**config.mk**
```make
export PLATFORM = sky130hd
export DESIGN_NAME = program_loader
export DESIGN_NICKNAME = d
export VERILOG_FILES = /design/src/rtl/loader_pkg.sv /design/src/rtl/byte_word_packer.sv /design/src/rtl/program_loader.sv
export SDC_FILE = /design/constraint.sdc
export NUM_CORES = 1
export LEC_CHECK = 0
export CORE_AREA = 4 4 118 120
export DETAILED_ROUTE_END_ITERATION = 10
export DIE_AREA = 0 0 122 124
export GPL_TIMING_DRIVEN = 0
export HOLD_SLACK_MARGIN = 0.1
export PLACE_DENSITY_LB_ADDON = 0.2
export SKIP_LAST_GASP = 1
export SLEW_MARGIN = 20
export SYNTH_ARGS = -nofsm -noshare
export SYNTH_HDL_FRONTEND = slang
export SYNTH_SLANG_ARGS = --single-unit
```
**constraint.sdc**
```tcl
create_clock -name clk_i -period 3.5 [get_ports clk_i]
set_input_delay 0.35 -clock clk_i [delete_from_list [all_inputs] [get_ports clk_i]]
set_output_delay 0.35 -clock clk_i [all_outputs]
set_load 0.01 [all_outputs]
```
**src/rtl/loader_pkg.sv**
```systemverilog
// loader_pkg: state encoding, handshake bytes and size width shared by the program loader.
package loader_pkg;
  typedef enum logic [2:0] {S_IDLE, S_TX_SYNC, S_RX_SIZE, S_RX_DATA, S_TX_ACK, S_DONE, S_ERROR} state_e;
  localparam logic [7:0] SYNC_BYTE_DEFAULT = 8'h99;
  localparam logic [7:0] ACK_BYTE_DEFAULT = 8'hAA;
  localparam int SIZE_W = 32;
endpackage

```
**src/rtl/byte_word_packer.sv**
```systemverilog
// byte_word_packer: packs a little-endian byte stream into 32-bit words, flushing early on the last byte.
module byte_word_packer (
  input  logic        clk_i,
  input  logic        reset_i,
  input  logic        clear_i,
  input  logic        byte_valid_i,
  input  logic [7:0]  byte_i,
  input  logic        flush_i,
  output logic        word_valid_o,
  output logic [31:0] word_o
);
  logic [1:0] lane_q, lane_d;
  logic [31:0] asm_q, asm_d, word_q, word_d, merged;
  logic valid_q, valid_d, emit;
  assign merged = asm_q | (32'(byte_i) << {lane_q, 3'b000});
  assign emit = byte_valid_i && (lane_q == 2'd3 || flush_i);
  // Assembly clears in the emitting cycle so a byte in the following write cycle lands in lane 0.
  always_comb begin
    lane_d = clear_i ? 2'd0 : emit ? 2'd0 : byte_valid_i ? lane_q + 2'd1 : lane_q;
    asm_d = (clear_i || emit) ? 32'd0 : byte_valid_i ? merged : asm_q;
    word_d = emit ? merged : 32'd0;
    valid_d = emit;
  end
  always_ff @(posedge clk_i) begin
    if (reset_i) begin
      lane_q <= 2'd0;
      asm_q <= 32'd0;
      word_q <= 32'd0;
      valid_q <= 1'b0;
    end else begin
      lane_q <= lane_d;
      asm_q <= asm_d;
      word_q <= word_d;
      valid_q <= valid_d;
    end
  end
  assign word_valid_o = valid_q;
  assign word_o = word_q;
endmodule

```
**src/rtl/program_loader.sv**
```systemverilog
// program_loader: boot sequencer that requests, receives and writes the program image over the UART byte stream.
module program_loader import loader_pkg::*; #(
  parameter int PROGRAM_MEMORY_ADDRESS_BITWIDTH = 12,
  parameter logic [7:0] SYNC_BYTE = SYNC_BYTE_DEFAULT,
  parameter logic [7:0] ACK_BYTE = ACK_BYTE_DEFAULT
) (
  input  logic                                       clk_i,
  input  logic                                       reset_i,
  input  logic                                       start_i,
  input  logic                                       rx_valid_i,
  input  logic [7:0]                                 rx_data_i,
  input  logic                                       tx_ready_i,
  output logic                                       tx_valid_o,
  output logic [7:0]                                 tx_data_o,
  output logic                                       program_memory_write_enable_o,
  output logic [PROGRAM_MEMORY_ADDRESS_BITWIDTH-1:0] program_memory_write_address_o,
  output logic [31:0]                                program_memory_write_data_o,
  output logic                                       sync_sent_o,
  output logic                                       size_received_o,
  output logic                                       program_received_o,
  output logic                                       ack_sent_o,
  output logic                                       busy_o,
  output logic                                       done_o,
  output logic                                       error_o
);
  localparam int W = PROGRAM_MEMORY_ADDRESS_BITWIDTH;
  localparam logic [SIZE_W:0] CAP = (SIZE_W+1)'(4) << W;
  state_e state_q, state_d;
  logic [SIZE_W-1:0] size_q, size_d, cnt_q, cnt_d, size_nx;
  logic [1:0] scnt_q, scnt_d;
  logic [W-1:0] addr_q, addr_d;
  logic sync_q, sync_d, szr_q, szr_d, prg_q, prg_d, ack_q, ack_d;
  logic idle_like, restart, rx_byte, last, word_valid;
  logic [31:0] word;
  assign idle_like = state_q == S_IDLE || state_q == S_DONE || state_q == S_ERROR;
  assign restart = start_i && idle_like;
  assign rx_byte = rx_valid_i && state_q == S_RX_DATA;
  assign last = cnt_q == size_q - 1'b1;
  assign size_nx = {rx_data_i, size_q[SIZE_W-1:8]};
  byte_word_packer u_packer (
    .clk_i        (clk_i),
    .reset_i      (reset_i),
    .clear_i      (restart),
    .byte_valid_i (rx_byte),
    .byte_i       (rx_data_i),
    .flush_i      (last),
    .word_valid_o (word_valid),
    .word_o       (word)
  );
  always_comb begin
    state_d = state_q;
    size_d = size_q;
    cnt_d = cnt_q;
    scnt_d = scnt_q;
    addr_d = word_valid ? addr_q + 1'b1 : addr_q;
    sync_d = 1'b0;
    szr_d = 1'b0;
    prg_d = 1'b0;
    ack_d = 1'b0;
    if (restart) begin
      state_d = S_TX_SYNC;
      size_d = '0;
      cnt_d = '0;
      scnt_d = 2'd0;
      addr_d = '0;
    end else case (state_q)
      S_TX_SYNC: if (tx_ready_i) begin
        state_d = S_RX_SIZE;
        sync_d = 1'b1;
      end
      S_RX_SIZE: if (rx_valid_i) begin
        size_d = size_nx;
        scnt_d = scnt_q + 2'd1;
        if (scnt_q == 2'd3) begin
          szr_d = 1'b1;
          state_d = {1'b0, size_nx} > CAP ? S_ERROR : size_nx == '0 ? S_TX_ACK : S_RX_DATA;
        end
      end
      S_RX_DATA: if (rx_valid_i) begin
        cnt_d = cnt_q + 1'b1;
        prg_d = last;
        state_d = last ? S_TX_ACK : S_RX_DATA;
      end
      S_TX_ACK: if (tx_ready_i) begin
        state_d = S_DONE;
        ack_d = 1'b1;
      end
      default: ;
    endcase
  end
  always_ff @(posedge clk_i) begin
    if (reset_i) begin
      state_q <= S_IDLE;
      size_q <= '0;
      cnt_q <= '0;
      scnt_q <= 2'd0;
      addr_q <= '0;
      sync_q <= 1'b0;
      szr_q <= 1'b0;
      prg_q <= 1'b0;
      ack_q <= 1'b0;
    end else begin
      state_q <= state_d;
      size_q <= size_d;
      cnt_q <= cnt_d;
      scnt_q <= scnt_d;
      addr_q <= addr_d;
      sync_q <= sync_d;
      szr_q <= szr_d;
      prg_q <= prg_d;
      ack_q <= ack_d;
    end
  end
  assign tx_valid_o = state_q == S_TX_SYNC || state_q == S_TX_ACK;
  assign tx_data_o = state_q == S_TX_SYNC ? SYNC_BYTE : state_q == S_TX_ACK ? ACK_BYTE : 8'h00;
  assign program_memory_write_enable_o = word_valid;
  assign program_memory_write_address_o = word_valid ? addr_q : '0;
  assign program_memory_write_data_o = word;
  assign sync_sent_o = sync_q;
  assign size_received_o = szr_q;
  assign program_received_o = prg_q;
  assign ack_sent_o = ack_q;
  assign busy_o = !idle_like;
  assign done_o = state_q == S_DONE;
  assign error_o = state_q == S_ERROR;
endmodule

```
---- After elaboration in Yosys (flattened, before gate mapping) ----
Index checks and enable logic that the tools add are counted.
storage, ports and cells
  input port bits ......................... 13
  register bits after elaboration ......... 152
  memories kept ........................... 0
  output and inout port bits .............. 61
  word-level logic and storage cells ...... 87
  bits in latches ......................... 0
  memory bits (read-only) ................. 0
  bits in writable memories ............... 0
cells by class
  bitwise logic cells ..................... 7
  order comparisons ....................... 1
  add/subtract/negate cells ............... 5
  multiplexer cells ....................... 15
  div/mod/pow operators ................... 0
  equality and inequality tests ........... 19
  $mul .................................... 0
  reductions and logical operators ........ 25
  shifts and indexed selects .............. 1
operators with widths
  kind                                                   count
  adder 32 x 1 -> 32 bit, second input constant          1
  equality test 32 bit                                   1
  > comparator 32 x 15 -> 1 bit, second input constant   1
  zero test 32 bit                                       1
  OR 32 bit                                              1
  left shift 8 x 5 -> 32 bit                             1
  subtractor 32 x 1 -> 32 bit, second input constant     1
  two-way mux 3 bit                                      8
  two-way mux 8 bit                                      2
  inequality test 3 x 2 -> 1 bit, second input constant  5
  adder 12 x 1 -> 12 bit, second input constant          1
  two-way mux 12 bit                                     1
  one-hot mux 3 bit (4 select lines)                     1
  AND reduction 6 bit                                    2
  inequality test 2 bit, second input constant           5
  equality test 3 bit, second input constant             3
  OR reduction 3 bit                                     3
  OR reduction 4 bit                                     2
  equality test 3 x 2 -> 1 bit, second input constant    2
  NOT 1 bit                                              6
  OR reduction 2 bit                                     3
  logical OR 1 bit                                       5
  nonzero test 5 bit                                     1
  adder 2 x 1 -> 2 bit, second input constant            2
  other kinds (8)                                        14

---- Longest topological paths before layout ----
Gate-level depths: netlist (run 1).
  word-level depth ........................ 7
  gate-level depth with buffers ........... 14
  depth with buffers taken out ............ 10

---- By module ----
From an unflattened synthesis (run 1), not the netlist that was laid out.
second synthesis, totals
  cells, all modules ...................... 853
  area, all modules ....................... 7638.6 um2
modules (own cells, without submodules)
  module            cells each  sequential area each (um2)  instances  area an instance (um2)
  program_loader    593         1701.6                      1          4695.8
  byte_word_packer  260         1341.3                      1          2942.8

---- Worst setup path before layout (run 1) ----
No wires, ideal clock.
  kind .................................... register to register
  start point ............................. reg size_q[0]
  end point ............................... reg u_packer.word_q[10], in the netlist u_packer.word_o[10]
  required time ........................... 3.424 ns
  arrival time ............................ 3.102 ns
  path buffers ............................ 4
  library setup time ...................... 0.076 ns
  clock period less this slack ............ 3.178 ns
  slack ................................... 0.322 ns
  stages on the path, launching flop included .. 15
  cell sequence ........................... dfxtp_1 clkbuf_1 inv_1 ha_1 nor3b_2 nand3_1 buf_2 nor3_1 xnor2_1 a211o_1 a2111o_1 o21ba_1 buf_2 buf_6 nor3_2
between the ends
  longest elaborated chain between the ends .. 6
RTL lines
  item                          line                    source
  start: declaration            program_loader.sv:29    logic [SIZE_W-1:0] size_q, size_d, cnt_q, cnt_d, size_nx;
  start signal: assignment      program_loader.sv:104   size_q <= size_d;
  subtractor 32 x 1 -> 32 bit   program_loader.sv:38    assign last = cnt_q == size_q - 1'b1;
  equality test 32 bit          program_loader.sv:38
  logical OR 1 bit              byte_word_packer.sv:16  assign emit = byte_valid_i && (lane_q == 2'd3 || flush_i);
  logical AND 1 bit             byte_word_packer.sv:16
  NOT 1 bit (no line)           n/a
  OR reduction 2 bit (no line)  n/a
  end signal: assignment        byte_word_packer.sv:33  word_q <= word_d;
  end: declaration              byte_word_packer.sv:13  logic [31:0] asm_q, asm_d, word_q, word_d, merged;
Every way passes these cells.
A chain may end at the register's enable or synchronous reset.

---- Final worst setup path (run 1) ----
  start point ............................. reg size_q[12]
  end point ............................... reg u_packer.asm_q[5]
between the ends
  longest elaborated chain between the ends .. 6
RTL lines
  item                          line                    source
  subtractor 32 x 1 -> 32 bit   program_loader.sv:38
  equality test 32 bit          program_loader.sv:38
  logical OR 1 bit              byte_word_packer.sv:16
  logical AND 1 bit             byte_word_packer.sv:16
  logical OR 1 bit              byte_word_packer.sv:20  asm_d = (clear_i || emit) ? 32'd0 : byte_valid_i ? merged : asm_q;
  OR reduction 2 bit (no line)  n/a
  end signal: assignment        byte_word_packer.sv:32  asm_q <= asm_d;
  end: declaration              byte_word_packer.sv:13
Every way passes these cells.

==> impl_metrics.yaml, run 1 <==
status:
  status: "completed"
floorplanning:
  core_sq_um: 12980
  start_util_pct: 56.00
  die_area_sq_um: 15130
  fp-row-count: 42
  die_w_um: 122
  num_io_pins: 74
  die_h_um: 124
logic_synthesis:
  synthFlopType: "dfxtp_1"
  synth_largest_area_cell: "dfxtp_1"
  ys_types: 63
  synthCells: 865
  ys_seq_area_share_pct: 41.87
  synth_warnings: 0
  yosys-top-cells-area: "dfxtp_1 42%, a21oi_1 7.6%, xor2_1 6.4%"
  synth_edf_count: 0
  synth.avg_cell_area_sq_um: 8.403
  syn_area_sq_um: 7268
  synth_top_area_share_pct: 41.87
  synth-seq-cells: 152
  async_reset_ff_share_pct: 0
placement:
  place_congestion: 0.9119
  dp_slack_ns: -0.3434
  io_buffers: 63
  placed_cells: 1105
  hpwl_um: 13050
sta:
  finalSetupViolations: 0
  rsz0062_at_grt: "yes"
  worst_slew_pin_slew_ns: 0.9440
  fin_crit_sh_pct: 98.27
  period_minus_slack_ns: 3.440
  hold_slack_ns: 0.3731
  fmax_mhz: 290.7
  finClkSkew_ns: 0.01354
  max_slew_margin_pct: 36.49
  hold_viol_final: 0
  final_max_slew_viol_count: 0
  setup_ws_ns: 0.06049
detailed_routing:
  vias: 6506
  postRouteAntennaNets: 0
  post_drt_wl_per_cell_um: 16.66
  wl_um: 18940
  drc_errors: 0
  viasPerCell: 5.722
  first_pass_iters: 7
  drt_iter0_drc: 512
global_route:
  grt_usage_pct: 25.85
  grt_max_degree: 17
  grt.busiest_layer: "met2"
  met1_usage_pct: 31.93
  use_met2_pct: 43.47
  gr-total-overflow: 0
  antenna_found_initial: 0
  use_met3_pct: 5.359
  grt_first_pass_wirelength_um: 31110
  grt_pass1_vias: 6383
cells_and_area:
  antenna_cells: 0
  fin_cells: 1137
  utilization_pct: 67.98
  fin_nets: 967
  drive_above_1_share_pct: 9.990
  synthToLayoutAreaGrowth_pct: 21.40
clock_network:
  worstSkewPairLatency_ns: 0.43
  cts-root-buf: "clkbuf_16"
  cts_buffer_depth: 2
  clk_pin_slew_worst_paths_ns: 0.06
  cts_max_level: 4
  clock-sinks: 152
  cts_tree: "done"
  cts_buffers: 17
  cts_hold_buffers: 0
power:
  p_per_area_nw_per_um2: 426.7
  leakage_nw: 3.078
  ir_drop_mv: 0.3839
  total_power_mw: 3.765
critical_path:
  critical_path_required_ns: 3.79
  worstSetupPathType: "reg2reg"
  cp.arrival_ns: 3.73
  critPathMaxFanout: 10
  endpoint_kind: "flop"
  cp-start-kind: "flop"
job:
  cap_viol_max_count: 0
min_path:
  hold_class: "in2reg"
## Yosys cell counts, types with 4 or more instances
library cell and count:
buf_2 8, nor4_1 48, xor2_1 53, inv_1 13
or4_1 7, xnor2_1 27, nor2b_1 7, buf_4 6
or2_2 4, dfxtp_1 152, o2111ai_1 4, nand2_1 92
or3_1 7, a311oi_1 5, o21ai_0 10, nand2b_1 4
nor3_2 30, o211ai_1 4, nand4_1 15, and3_1 11
nand3_1 26, clkbuf_1 49, buf_1 8, a21oi_1 111
ha_1 5, nor2_1 67, nor3_1 20, a31oi_1 4
and2_1 19
## per-stage QoR
| step | setup TNS, ns | instance area (sq um) |
|---|---|---|
| floorplan | 0 | 7272 |
| global placement | -17.70 | 8123 |
| detailed placement | -19.41 | 8123 |
| CTS | 0 | 8777 |
| global route | -1.691 | 8823 |
| finish | 0 | 8823 |
## per-layer routing
metal	part of all wire [%]	vias to the layer above
li1	-	3209
met1	44	3033
met2	47	226
met3	5.9	38
met4	3.3	0
met5	0	-
## worst paths after layout
path         cells after the start               startpoint                             end  slack, ns
max                             11  size_q[12]$_SDFFE_PP0P_  u_packer.asm_q[5]$_SDFFE_PP0P_       0.06
min                              3             rx_data_i[7]         size_q[31]$_SDFFE_PP0P_       0.37
max reg2reg                     11  size_q[12]$_SDFFE_PP0P_  u_packer.asm_q[5]$_SDFFE_PP0P_       0.06
min reg2reg                      2   scnt_q[1]$_SDFFE_PP0P_          scnt_q[1]$_SDFFE_PP0P_       0.48
## power breakdown
group / leakage (nW) / switching [mW] / internal (mW)
clock network: 0.295 / 0.729 / 1.19
registers: 1.22 / 0.00213 / 1.73
logic: 1.56 / 0.0772 / 0.0322
## worst max-delay path: stages, from the launching register on
cell and delay, ns:
dfxtp_1 0.29, buf_2 0.17, or4_4 0.54, or3_1 0.31, buf_2 0.17, o21a_1 0.19
o21ai_1 0.23, nand4_1 0.14, or4b_4 0.59, nor3_4 0.30, buf_2 0.28, nor4_1 0.10
## final cells by class
class                   count  area (sq um)
clock inverters            11         172.7
well taps                 176         220.2
flip-flops and latches    152          3044
plain buffers              72         329.1
fillers                  1118          4156
multi-input cells         627          3919
clock buffers              20         436.7
inverters                  13         48.80
repair buffers             66         653.1
## flip-flops by register name (all words and copies together) (netlist names)
signal	count
state_q	3
u_packer.lane_q	2
scnt_q	2
u_packer.word_valid_o	1
program_received_o	1
size_q	32
ack_sent_o	1
u_packer.word_o	32
sync_sent_o	1
u_packer.asm_q	32
cnt_q	32
addr_q	12
size_received_o	1
## cell families (layout without fill, tap and decap cells)
| group | Yosys count | after routing | synth area share [%] |
|---|---|---|---|
| multiplexers | 4 | 4 | 0.5681 |
| AO/OA/AOI/OAI | 163 | 163 | 13.17 |
| flip-flops | 152 | 152 | 41.87 |
| AND/OR/NAND/NOR | 372 | 372 | 28.28 |
| adder cells (fa/ha/maj) | 5 | 5 | 0.8607 |
| buffers and inverters | 87 | 182 | 5.251 |
| other | 1 | 2 | 0.05159 |
| XOR/XNOR | 81 | 81 | 9.950 |
## cells in the final DEF (no fill, tap or decap), types with 3 or more instances in the layout
cell             instances
a21o_1                   3
a21oi_1                111
a311oi_1                 5
a31oi_1                  4
and2_1                  19
and3_1                  11
buf_1                    8
buf_2                    5
buf_4                   10
buf_6                    3
bufinv_16                4
clkbuf_1                51
clkbuf_16               17
clkdlybuf4s50_1         63
dfxtp_1                151
ha_1                     4
inv_1                   13
mux2i_1                  3
nand2_1                 92
nand2b_1                 4
nand3_1                 25
nand4_1                 15
nand4b_1                 3
nor2_1                  67
nor2b_1                  7
nor3_1                  18
nor3_2                  30
nor4_1                  46
nor4_4                   3
o2111ai_1                4
o211ai_1                 4
o21ai_0                 10
or2_2                    4
or3_1                    7
or4_1                    7
xnor2_1                 27
xor2_1                  53
## what timing repair did
action                                 in CTS  in global routing
endpoints found under the hold margin       0                  0
setup endpoints to repair                  70                 65
buffers inserted                            1                  2
gates cloned                                0                  0
pin swaps                                   0                  4
gates resized for setup                     8                 10
(Power assumes the default switching activity.)
==> run 2, diff against run 1 <==
--- a/config.mk
+++ b/config.mk
@@ -11,6 +11,7 @@
 export GPL_TIMING_DRIVEN = 0
 export HOLD_SLACK_MARGIN = 0.1
 export PLACE_DENSITY_LB_ADDON = 0.2
+export SETUP_SLACK_MARGIN = 0.2
 export SKIP_LAST_GASP = 1
 export SLEW_MARGIN = 20
 export SYNTH_ARGS = -nofsm -noshare
==> impl_metrics.yaml, run 2 (synthesis gave the netlist of run 1 again) <==
sta:
  setup_ws_ns: 0.1371
  fmax_mhz: 297.4
  rsz0062_at_grt: "yes"
  finalSetupViolations: 0
  hold_viol_final: 0
  worst_slew_pin_slew_ns: 1.035
  max_slew_margin_pct: 31.00
  final_max_slew_viol_count: 0
  fin_crit_sh_pct: 96.08
  finClkSkew_ns: 0.009498
  period_minus_slack_ns: 3.363
floorplanning:
  start_util_pct: 56.00
  die_h_um: 124
  die_w_um: 122
  die_area_sq_um: 15130
  core_sq_um: 12980
  fp-row-count: 42
  num_io_pins: 74
critical_path:
  r2r_start: "size_q[12]$_SDFFE_PP0P_"
  cp.arrival_ns: 3.65
  cp_num_cells: 13
  endpoint_kind: "flop"
  cp-start-kind: "flop"
  crit_buf_inv: 5
  critical_path_required_ns: 3.79
  worstSetupPathType: "reg2reg"
  crit_chain: "buf_6, or4_4, or3_4, buf_6, or4_4, a31oi_4, a21oi_2, a2111o_1, buf_4, nor3_4, buf_12, buf_4, nor4_1"
  critPathMaxFanout: 7
  reg2reg_depth: 13
  critPathLaunch: "size_q[12]$_SDFFE_PP0P_"
  slowest_delay_ns: 0.52
  cp_top_family: "simple AND/OR/NAND/NOR gates"
  slowest_stage: "or4_4"
clock_network:
  clock-sinks: 152
  worstSkewPairLatency_ns: 0.42
  cts_tree: "done"
  cts-root-buf: "clkbuf_16"
  cts_hold_buffers: 0
  clk_pin_slew_worst_paths_ns: 0.06
  cts_buffers: 17
  cts_buffer_depth: 2
  cts_max_level: 4
global_route:
  grt_pass1_vias: 6464
  antenna_found_initial: 0
  gr-total-overflow: 0
  grt_max_degree: 17
  grt_first_pass_wirelength_um: 31540
  grt_usage_pct: 26.22
power:
  total_power_mw: 3.770
  leakage_nw: 3.442
  p_per_area_nw_per_um2: 407.6
  ir_drop_mv: 0.3941
cells_and_area:
  synthToLayoutAreaGrowth_pct: 27.25
  mostFrequentLayoutCells: "151 x dfxtp_1, 110 x a21oi_1, 92 x nand2_1, 66 x nor2_1, 63 x clkdlybuf4s50_1"
  fin_nets: 983
  drive_above_1_share_pct: 13.20
  layout_commonest_cell: "dfxtp_1"
  antenna_cells: 0
  utilization_pct: 71.26
job:
  cap_viol_max_count: 0
placement:
  io_buffers: 63
  hpwl_um: 13050
  dp_slack_ns: -0.3434
  place_congestion: 0.9119
detailed_routing:
  drt_iter0_drc: 580
  vias: 6775
  first_pass_iters: 7
  postRouteAntennaNets: 0
  post_drt_wl_per_cell_um: 17.19
  wl_um: 19830
  viasPerCell: 5.876
  drc_errors: 0
min_path:
  hold_class: "in2reg"
  holdPathStages: 3
  hold_start: "rx_data_i[7]"
status:
  status: "completed"
run 2: power by group:
part	internal, mW	total (mW)	switching (mW)
Sequential	1.73	1.73	0.00213
Clock	1.19	1.92	0.731
Combinational	0.0322	0.112	0.0798
Total	2.96	3.77	0.813
run 2: tightest hold or removal path, stage by stage:
cell and delay (ns):
clkbuf_1 0.21, nand2_1 0.12, a21oi_1 0.06
run 2: worst paths after layout:
| check | endpoint | slack [ns] |
|---|---|---|
| hold / removal | size_q[31]$_SDFFE_PP0P_ | 0.38 |
| hold reg to reg | scnt_q[1]$_SDFFE_PP0P_ | 0.48 |
| setup / recovery | u_packer.asm_q[19]$_SDFFE_PP0P_ | 0.14 |
| setup reg to reg | u_packer.asm_q[19]$_SDFFE_PP0P_ | 0.14 |
run 2: layout make-up:
class                      instances  area (sq um)
multi-input combinational        627          4109
fill                            1028          3731
sequential                       152          3044
timing repair buffer              80         792.0
clock buffer                      20         436.7
buffer                            74         425.4
tap                              176         220.2
clock inverter                    11         172.7
inverter                          13         48.80
run 2: what timing repair did:
action,4_1_cts,5_1_grt
resized for setup,39,39
cloned,0,3
setup endpoints to repair,71,65
hold endpoints to repair,0,0
setup buffers,7,7
pin swaps,5,8
run 2: per-stage QoR:
| stage | setup TNS (ns) | area, sq um | std cells | hold WS [ns] |
|---|---|---|---|---|
| finish | 0 | 9249 | 1153 | 0.3777 |
| global route | 0 | 9249 | 1153 | 0.3966 |
| CTS | 0 | 8954 | 1143 | 0.3546 |
| detailed placement | -19.41 | 8123 | 1105 | 0.4790 |
| global placement | -17.70 | 8123 | 1105 | 0.4521 |
| floorplan | 0 | 7272 | 866 | 0.4400 |
run 2: layer usage:
layer | wire (um) | part of all wire (%) | vias up | GRT usage [%]
li1 | - | - | 3249 | -
met1 | 8236 | 42 | 3211 | 32.16
met2 | 9625 | 49 | 273 | 44.23
met3 | 1321 | 6.7 | 42 | 5.540
met4 | 642 | 3.2 | 0 | 12.25
met5 | 0 | 0 | - | 0
